File: config.mk
export PLATFORM = sky130hd
export DESIGN_NAME = nco_clock_bank
export DESIGN_NICKNAME = d
export VERILOG_FILES = /design/src/rtl/nco_clock_bank.sv
export SDC_FILE = /design/constraint.sdc
export NUM_CORES = 1
export LEC_CHECK = 0
export CORE_ASPECT_RATIO = 2
export CORE_MARGIN = 2
export CORE_UTILIZATION = 62
export DETAILED_ROUTE_END_ITERATION = 8
export GPL_ROUTABILITY_DRIVEN = 0
export MAX_ROUTING_LAYER = met4
export PLACE_DENSITY = 0.79
export SLEW_MARGIN = 20
export SYNTH_ARGS = -nofsm -noshare
export SYNTH_HDL_FRONTEND = slang
export SYNTH_SLANG_ARGS = --single-unit
File: constraint.sdc
create_clock -name clk -period 8.42 [get_ports clk]
set_input_delay 1.684 -clock clk [delete_from_list [all_inputs] [get_ports clk]]
set_output_delay 1.684 -clock clk [all_outputs]
set_load 0.01 [all_outputs]
File: src/rtl/nco_clock_bank.sv
// Multi-channel phase-accumulator clock generator with deferred, wrap-aligned increment updates.
// Optional quadrature outputs (clk_q) are built when NCO_QUAD_EN is defined.
module nco_clock_bank #(
    parameter int                          CHANNELS  = 4,
    parameter int                          ACC_W     = 16,
    parameter int                          CH_W      = 2,
    parameter logic [CHANNELS*ACC_W-1:0]   RESET_INC = '0,
    parameter logic [CHANNELS-1:0]         RESET_EN  = '1
) (
    input  logic                  clk,
    input  logic                  reset,
    input  logic                  cfg_valid,
    output logic                  cfg_ready,
    input  logic [CH_W-1:0]       cfg_chan,
    input  logic [1:0]            cfg_field,
    input  logic [ACC_W-1:0]      cfg_data,
    output logic [CHANNELS-1:0]   clk_out,
    output logic [CHANNELS-1:0]   tick
`ifdef NCO_QUAD_EN
    ,
    output logic [CHANNELS-1:0]   clk_q
`endif
);

    localparam logic [CH_W:0] CH_LIMIT  = (CH_W+1)'(CHANNELS);
    localparam logic [1:0]    FIELD_INC = 2'd0;
    localparam logic [1:0]    FIELD_PHS = 2'd1;
    localparam logic [1:0]    FIELD_EN  = 2'd2;

    logic [ACC_W-1:0]    acc_q      [CHANNELS];
    logic [ACC_W-1:0]    acc_d      [CHANNELS];
    logic [ACC_W-1:0]    inc_q      [CHANNELS];
    logic [ACC_W-1:0]    inc_d      [CHANNELS];
    logic [ACC_W-1:0]    pend_inc_q [CHANNELS];
    logic [ACC_W-1:0]    pend_inc_d [CHANNELS];
    logic [ACC_W:0]      sum        [CHANNELS];
    logic [CHANNELS-1:0] pend_q, pend_d;
    logic [CHANNELS-1:0] en_q, en_d;
    logic [CHANNELS-1:0] tick_q, tick_d;
    logic [CHANNELS-1:0] hit, carry, load;
    logic                sel_pend;
    logic                chan_ok;
    logic                accept;

    // Handshake: a config write transfers on a rising clk edge where cfg_valid and
    // cfg_ready are both high; cfg_ready depends only on cfg_chan and that channel's
    // pending flag, never on cfg_valid, and out-of-range channels are never ready.
    always_comb begin
        sel_pend = 1'b0;
        for (int ch = 0; ch < CHANNELS; ch++) begin
            if (cfg_chan == CH_W'(ch)) begin
                sel_pend = pend_q[ch];
            end
        end
        chan_ok   = ({1'b0, cfg_chan} < CH_LIMIT);
        cfg_ready = chan_ok & ~sel_pend;
        accept    = cfg_valid & cfg_ready;
    end

    always_comb begin
        hit    = '0;
        carry  = '0;
        load   = '0;
        pend_d = pend_q;
        en_d   = en_q;
        tick_d = '0;
        for (int ch = 0; ch < CHANNELS; ch++) begin
            acc_d[ch]      = acc_q[ch];
            inc_d[ch]      = inc_q[ch];
            pend_inc_d[ch] = pend_inc_q[ch];
            sum[ch]        = {1'b0, acc_q[ch]} + {1'b0, inc_q[ch]};

            hit[ch]   = accept && (cfg_chan == CH_W'(ch));
            carry[ch] = en_q[ch] & sum[ch][ACC_W];
            load[ch]  = hit[ch] && (cfg_field == FIELD_PHS);

            // A phase load overrides the add but the add's carry still retires a pending increment.
            if (load[ch]) begin
                acc_d[ch] = cfg_data;
            end else if (en_q[ch]) begin
                acc_d[ch] = sum[ch][ACC_W-1:0];
            end
            tick_d[ch] = carry[ch] & ~load[ch];

            if (pend_q[ch] && (carry[ch] || !en_q[ch])) begin
                inc_d[ch]  = pend_inc_q[ch];
                pend_d[ch] = 1'b0;
            end

            // Increment writes cannot coincide with the retire above: ready is low while pending.
            if (hit[ch] && (cfg_field == FIELD_INC)) begin
                pend_inc_d[ch] = cfg_data;
                pend_d[ch]     = 1'b1;
            end
            if (hit[ch] && (cfg_field == FIELD_EN)) begin
                en_d[ch] = cfg_data[0];
            end
        end
    end

    always_ff @(posedge clk or posedge reset) begin
        if (reset) begin
            for (int ch = 0; ch < CHANNELS; ch++) begin
                acc_q[ch]      <= '0;
                inc_q[ch]      <= RESET_INC[ch*ACC_W +: ACC_W];
                pend_inc_q[ch] <= '0;
            end
            pend_q <= '0;
            en_q   <= RESET_EN;
            tick_q <= '0;
        end else begin
            for (int ch = 0; ch < CHANNELS; ch++) begin
                acc_q[ch]      <= acc_d[ch];
                inc_q[ch]      <= inc_d[ch];
                pend_inc_q[ch] <= pend_inc_d[ch];
            end
            pend_q <= pend_d;
            en_q   <= en_d;
            tick_q <= tick_d;
        end
    end

    always_comb begin
        clk_out = '0;
        for (int ch = 0; ch < CHANNELS; ch++) begin
            clk_out[ch] = acc_q[ch][ACC_W-1];
        end
    end

    assign tick = tick_q;

`ifdef NCO_QUAD_EN
    localparam logic [ACC_W-1:0] QUARTER = {2'b01, {(ACC_W-2){1'b0}}};

    logic [ACC_W-1:0]    qsum [CHANNELS];
    logic [CHANNELS-1:0] clkq_q, clkq_d;

    // Registered from the next accumulator value so clk_q lines up with clk_out.
    always_comb begin
        clkq_d = '0;
        for (int ch = 0; ch < CHANNELS; ch++) begin
            qsum[ch]   = acc_d[ch] + QUARTER;
            clkq_d[ch] = qsum[ch][ACC_W-1];
        end
    end

    always_ff @(posedge clk or posedge reset) begin
        if (reset) begin
            clkq_q <= '0;
        end else begin
            clkq_q <= clkq_d;
        end
    end

    assign clk_q = clkq_q;
`endif

endmodule

# Word-level counts from Yosys, hierarchy flattened
# Index checks and enable logic that the tools add are counted.
[word_totals] reg_bits=204 out_inout_bits=9 wordCells=102
[op_classes] add_sub_neg=4 n_eq_ne=5 mux=20 bitwise=14 n_reduce_logical=38
[ops] op="$mux 16" count=8
[ops] op="$add 16x16->17" count=4
[ops] op="$logic_and 1x1->1" count=20
[ops] op="$reduce_bool 2->1" count=8
[ops] op="$mux 1" count=12
[ops] op="$and 1x1->1" count=9
[ops] op="$eq 2x2->1 const B" count=3
[ops] op="$not 1->1" count=5
[ops] op="$eq 2x1->1 const B" count=2
[ops] op="$logic_not 1->1" count=4
[ops] op="$logic_not 2->1" count=2
[ops] op="$logic_or 1x1->1" count=4

# Depth between registers and ports, before layout
# Gate-level depths: netlist (run 1).
[depth] word_depth=11 depth_mapped=13 mapped_depth_nobuf=11

# Worst setup path before layout (run 1)
# No wires, ideal clock.
[synth_timing] path_type="in2out" from="in cfg_chan[0]" to="out cfg_ready" t_arrival_ns=2.245 required_ns=6.736 setup_slack_ns=4.491 cell_stages=2 path_cell_list="mux4_2 inv_1"
[synth_via] elab_chain_cells=6 word_cells_on_any_way=9 classes_between="3 x eq/ne; 4 x mux; 1 x bitwise; 1 x reduce/logical"
[synth_rtl] element="from (decl)" line_no="14" text="input logic [CH_W-1:0] cfg_chan,"
[synth_rtl] element="$logic_not 2->1" line_no="51" text="if (cfg_chan == CH_W'(ch)) begin"
[synth_rtl] element="$mux 1 (3 in a row)" line_no="51"
[synth_rtl] element="$mux 1 *" line_no="51"
[synth_rtl] element="$not 1->1 *" line_no="56" text="cfg_ready = chan_ok & ~sel_pend;"
[synth_rtl] element="to (decl)" line_no="13" text="output logic cfg_ready,"
# Every way passes the cells marked *; elsewhere a longest branch is shown, timed or not.

# Worst setup path in the final report (run 1)
# Ends and elaborated chain as after synthesis.

==> results of run 1 <==
[where the power goes]
| part | internal [W] | switching, W | total, W |
|---|---|---|---|
| logic | 0.00122 | 0.00125 | 0.00247 |
| clock network | 0.000485 | 0.000366 | 0.000851 |
| registers | 0.00137 | 0.000257 | 0.00163 |
[through the flow]
| step | instance area, um^2 | hold WS, ns | cells | worst slack, ns |
|---|---|---|---|---|
| 6_report | 12200 | 0.496 | 1259 | 3.39 |
| 3_3_place_gp | 11600 | 0.480 | 1226 | 3.41 |
| 3_5_place_dp | 11600 | 0.488 | 1226 | 3.38 |
| 5_1_grt | 12200 | 0.514 | 1259 | 3.33 |
| 4_1_cts | 12200 | 0.500 | 1259 | 3.38 |
| 2_1_floorplan | 11200 | 0.463 | 1019 | 1.18 |
[cell usage in the layout (no fill, tap or decap), types with 9 or more instances in the layout]
master and instances:
a21o_1 27, a21oi_1 86, clkbuf_16 19, clkdlybuf4s50_1 31
dfrtp_1 200, ha_1 64, inv_1 23, mux2_2 126
mux2_4 9, mux2i_1 36, nand2_1 72, nand3_1 14
nor2_1 55, nor2b_1 12, nor3_1 14, nor3b_1 11
o21a_1 12, o21ai_0 75, xnor2_1 34, xor2_1 11
[path summary, 6_finish.rpt]
path / end / slack, ns
hold / removal: inc_q[21] / 0.50
setup reg to reg: inc_q[19] / 5.13
min in group asynchronous: tick[1] / 1.77
max in group asynchronous: inc_q[29] / 5.08
setup / recovery: cfg_ready / 3.39
hold reg to reg: inc_q[21] / 0.50
[per-layer routing]
layer,vias up,wire length (um),track usage,part of all wire
met3,85,882,0.0281,0.036
li1,3691,-,-,-
met5,-,0,-,0
met1,3960,9360,0.314,0.38
met4,0,1370,0.137,0.056
met2,156,12800,0.462,0.52
[cells in the mapped netlist (3+ instances only)]
library cell	n
clkbuf_1	28
o211ai_1	6
nor2_1	55
o21a_1	12
a211oi_1	4
and3_1	6
a21boi_0	5
fa_1	4
mux2i_1	36
xnor2_1	34
nand3_1	14
a311oi_1	6
a21oi_1	86
dfstp_2	4
nor3_1	14
nand2_1	72
o21ai_0	75
nor3b_1	11
buf_4	5
mux2_2	126
a2111oi_0	3
and2_1	4
o21bai_1	5
nand2b_1	8
dfrtp_1	200
a31oi_1	6
ha_1	64
inv_1	24
nor2b_1	12
xor2_1	11
a21o_1	27
mux2_4	9
[logic make-up (layout without fill, tap and decap cells)]
| logic type | after synthesis | count (layout) | share of synthesized area |
|---|---|---|---|
| simple gates | 212 | 212 | 0.0917 |
| xor+xnor | 45 | 45 | 0.0352 |
| buf+inv | 63 | 90 | 0.0257 |
| mux | 172 | 172 | 0.173 |
| fa+ha+maj | 68 | 68 | 0.0786 |
| compound gates | 255 | 255 | 0.140 |
| flops | 204 | 204 | 0.456 |
[layout make-up]
cell class	count	area, um^2
Multi-Input combinational cell	752	5810
Tap cell	213	267
Timing Repair Buffer	33	325
Clock buffer	30	557
Inverter	24	97.6
Sequential cell	204	5110
Fill cell	1315	5580
Clock inverter	3	43.8
[state kept, by name (all words and copies together), names as in the netlist]
register,flops
en_q,4
pend_q,4
inc_q,64
clk_out,4
pend_inc_q,64
acc_q,60
tick,4
==> qor.txt, run 1 <==
Synth warn - 0
Initial Util - 0.630
Routed len/inst - 19.4 um
Crit Path Max Fanout - 3
Synthesized cell area - 0.0112 mm^2
Worst slew margin - 0.349
HP Class - reg -> reg
Clock tree from TritonCTS - yes
# hold bufs at CTS - 0
Unique cell type count in the Yosys netlist - 65
Iter 0 DRT Violations - 320
Sequential-to-total area share from yosys stat - 0.456
Fin crit share - 0.598
Final HPWL DP - 16.5 mm
Buffers added on ports - 31
First-pass GRT wire length - 41.1 mm
Kind of cell adding the most delay to the critical path - buffers and inverters
Ports - 32
Syn-to-layout area delta - 8.94%
GRT Total Usage - 0.271
Mean post-synth cell area - 11.0 um^2
Setup TNS - 0 ns
Via count - 7892
Yosys reg bits - 204
Clock latency on the worst-skew pair - 0.49 ns
Post-synth top area share - 0.447
Area of the die - 0.0192 mm^2
Row Count - 69
Hold_sp - pend_inc_q[21]
TritonCTS Buffers - 19
Fin Clk Skew - 0.00676 ns
CORE AREA - 0.0178 mm^2
Vias per Instance - 6.27
R2R depth - 11
Overall power - 0.00495 W
CP required - 6.74 ns
Final Slew Violations - 0
Antenna-violating nets left - 0
CP max stage delay - 0.54 ns
FF-to-FF Start - acc_q[16]
Critical path class - in -> out
CP most frequent cell - clkdlybuf4s50_1
RSZ-0062 raised after global routing - false
First-pass detailed-route iteration total - 4
Max VDD drop - 242 uV
Dominant synthesized flop cell - dfrtp_1
Async S/R FF share, synth - 1.00
Clock root cell - clkbuf_16
Post-synth EDFFs - 0
Final Hold Fails - 0
Post-layout min period - 5.03 ns
Max Cap Viol - 0
Share of layout cells above drive strength 1 - 0.175
Antenna Cells - 0
# setup viols final - 0
Critical Path AT - 3.35 ns
H-tree depth - 1
Grt ovf - 0
Nets - 1125
CP Capture Type - output port
Chip Height - 194 um
Critical path launch point type - primary input
Initial antenna violation count - 0
Number of global-route vias before repair - 8374
Post-cts resize count - 0
Final WL - 24.4 mm
Cell count of the worst hold path - 1
Critical path cell sequence - clkdlybuf4s50_1 -> mux4_2 -> inv_1 -> clkdlybuf4s50_1
Clk buf depth - 3
Largest area contributor in the netlist - dfrtp_1
Post-Syn Nets - 1110
Critical path's slowest cell - mux4_2
Post-CTS Setup Bufs - 0
Die Wd - 99.1 um
Status - complete, no violations
Largest net degree at the start of global routing - 128
Clock sink count - 204
Top cells by area, synth - dfrtp_1 (45%), mux2_2 (13%), ha_1 (7.1%)
Clock slew at reported path FFs - 0.07 ns
Buf/Inv on CP - 3
F_max - 199 MHz
Leak - 5.57 nW
Cell Pwr Density - 405 mW/mm^2
Critical path launch point - cfg_chan[0]
Post-Syn Instances - 1019
Residual DRC - 0
WP depth - 4
Utilization after layout - 0.687
Worst-margin pin slew - 0.976 ns
Note: power is estimated with default switching activity, not from simulation.
==> run 2, diff against run 1 <==
clock period = 4.7 ns   (was 8.42 ns; I/O delays follow)
==> run 2 against run 1 <==
  * Hold slack barely moved
  * Setup slack got worse by 2.2 ns
  * Clock skew rose by 0.0057 ns
  * Die area did not move
  * Cell count rose by 0.24%
  * Combinational power rose by 79%
  * Critical path depth did not move
  * Total power rose by 79%
  * Sequential power rose by 79%
==> qor.txt, run 2 (synthesis gave the netlist of run 1 again) <==
Worst setup margin - 1.17 ns
R2r setup slk - 1.45 ns
Clock tree from TritonCTS - yes
Final Slew Violations - 0
Post-cts resize count - 0
WL met2 - 12.8 mm
Ports - 32
Die Wd - 99.1 um
Top sig layer - met4
Syn-to-layout area delta - 9.19%
Clock root cell - clkbuf_16
Vias per Instance - 6.23
Residual DRC - 0
Critical path launch point - cfg_chan[0]
Status - complete, no violations
Commonest non-fill, non-tap cell in the layout - dfrtp_1
Largest net degree at the start of global routing - 65
R2R depth - 11
Final Hold Fails - 0
M1 WL - 9.56 mm
Area of the die - 0.0192 mm^2
Utilization after layout - 0.688
Max VDD drop - 520 uV
Crit Path Max Fanout - 3
Chip Height - 194 um
Row Count - 69
Max Cap Viol - 0
CP Capture Type - output port
Clk buf depth - 3
Antenna-violating nets left - 0
HP Class - reg -> reg
Final HPWL DP - 16.7 mm
Number of global-route vias before repair - 8244
Iter 0 DRT Violations - 385
Post-layout min period - 3.53 ns
Final WL - 24.8 mm
Grt ovf - 0
Fin crit share - 0.752
Fin Clk Skew - 0.0125 ns
Nets - 1128
First-pass detailed-route iteration total - 4
Worst slew margin - 0.321
Initial antenna violation count - 0
First-pass GRT wire length - 41.1 mm
Commonest cells after routing, fill and taps aside - dfrtp_1 (200), mux2_2 (126), a21oi_1 (86), o21ai_0 (75), nand2_1 (72)
F_max - 283 MHz
Antenna Cells - 0
Leak - 5.59 nW
Critical Path Sink - cfg_ready
Routed len/inst - 19.6 um
Via count - 7861
Clock latency on the worst-skew pair - 0.50 ns
RSZ-0062 raised after global routing - false
Worst hold margin - 0.496 ns
Cell Pwr Density - 725 mW/mm^2
DP Worst Slack - 1.17 ns
Buffers added on ports - 31
GRT Total Usage - 0.274
Critical path class - in -> out
Met3 WL - 980 um
TritonCTS Buffers - 19
Worst r2r dst - inc_q[23]
Hold_sp - pend_inc_q[52]
Clock slew at reported path FFs - 0.06 ns
# setup viols final - 0
CP required - 3.76 ns
Initial Util - 0.630
Post-CTS Setup Bufs - 0
# hold bufs at CTS - 0
Critical path launch point type - primary input
H-tree depth - 1
Share of layout cells above drive strength 1 - 0.178
CORE AREA - 0.0178 mm^2
Critical Path AT - 2.59 ns
Worst-margin pin slew - 1.02 ns
FF-to-FF Start - acc_q[16]
Top flop regs - inc_q (64), pend_inc_q (64), acc_q (60)
Clock sink count - 204
Setup TNS - 0 ns
## run 2: cell types whose count changed in the layout (fill, tap and decap cells not counted), sizes merged
cell / before / now
clkinvlp: 0 / 1
bufinv: 1 / 2
clkbuf: 30 / 27
buf: 2 / 5
clkinv: 2 / 3
## run 2: where the power goes
part	switching [W]	leakage, nW	total, W	internal (W)
Combinational	0.00222	2.77	0.00441	0.00220
Sequential	0.000458	2.52	0.00291	0.00245
Clock	0.000661	0.300	0.00155	0.000891
Total	0.00334	5.59	0.00888	0.00554
## run 2: worst max-delay path: stages
cell	delay [ns]
clkdlybuf4s50_1	0.51
mux4_2	0.51
inv_1	0.09
clkdlybuf4s50_1	0.53
## run 2: area by class of cell
class | count | area, um^2
Multi-Input combinational cell | 752 | 5810
Fill cell | 1356 | 5550
Sequential cell | 204 | 5110
Clock buffer | 27 | 526
Timing Repair Buffer | 36 | 348
Tap cell | 213 | 267
Inverter | 24 | 93.8
Clock inverter | 6 | 83.8
## run 2: metal layers
metal,vias up,global-route usage
met5,-,-
li1,3705,-
met4,0,0.140
met3,76,0.0353
met2,168,0.463
met1,3912,0.316
## run 2: through the flow
stage	total power (W)	instance area, um^2	cells
finish	0.00888	12200	1262
global route	0.00962	12200	1262
CTS	0.00890	12200	1262
detailed placement	0.00731	11600	1229
global placement	0.00715	11600	1229
floorplan	0.00643	11200	1019
## run 2: how the worst min path moves through the flow
stage,depth (start not counted),slack [ns],end
2_1_floorplan,2,0.46,inc_q[1]
3_3_place_gp,1,0.48,inc_q[32]
3_5_place_dp,1,0.49,inc_q[42]
4_1_cts,1,0.50,inc_q[32]
5_1_grt,1,0.52,pend_inc_q[52]
6_report,1,0.50,inc_q[52]
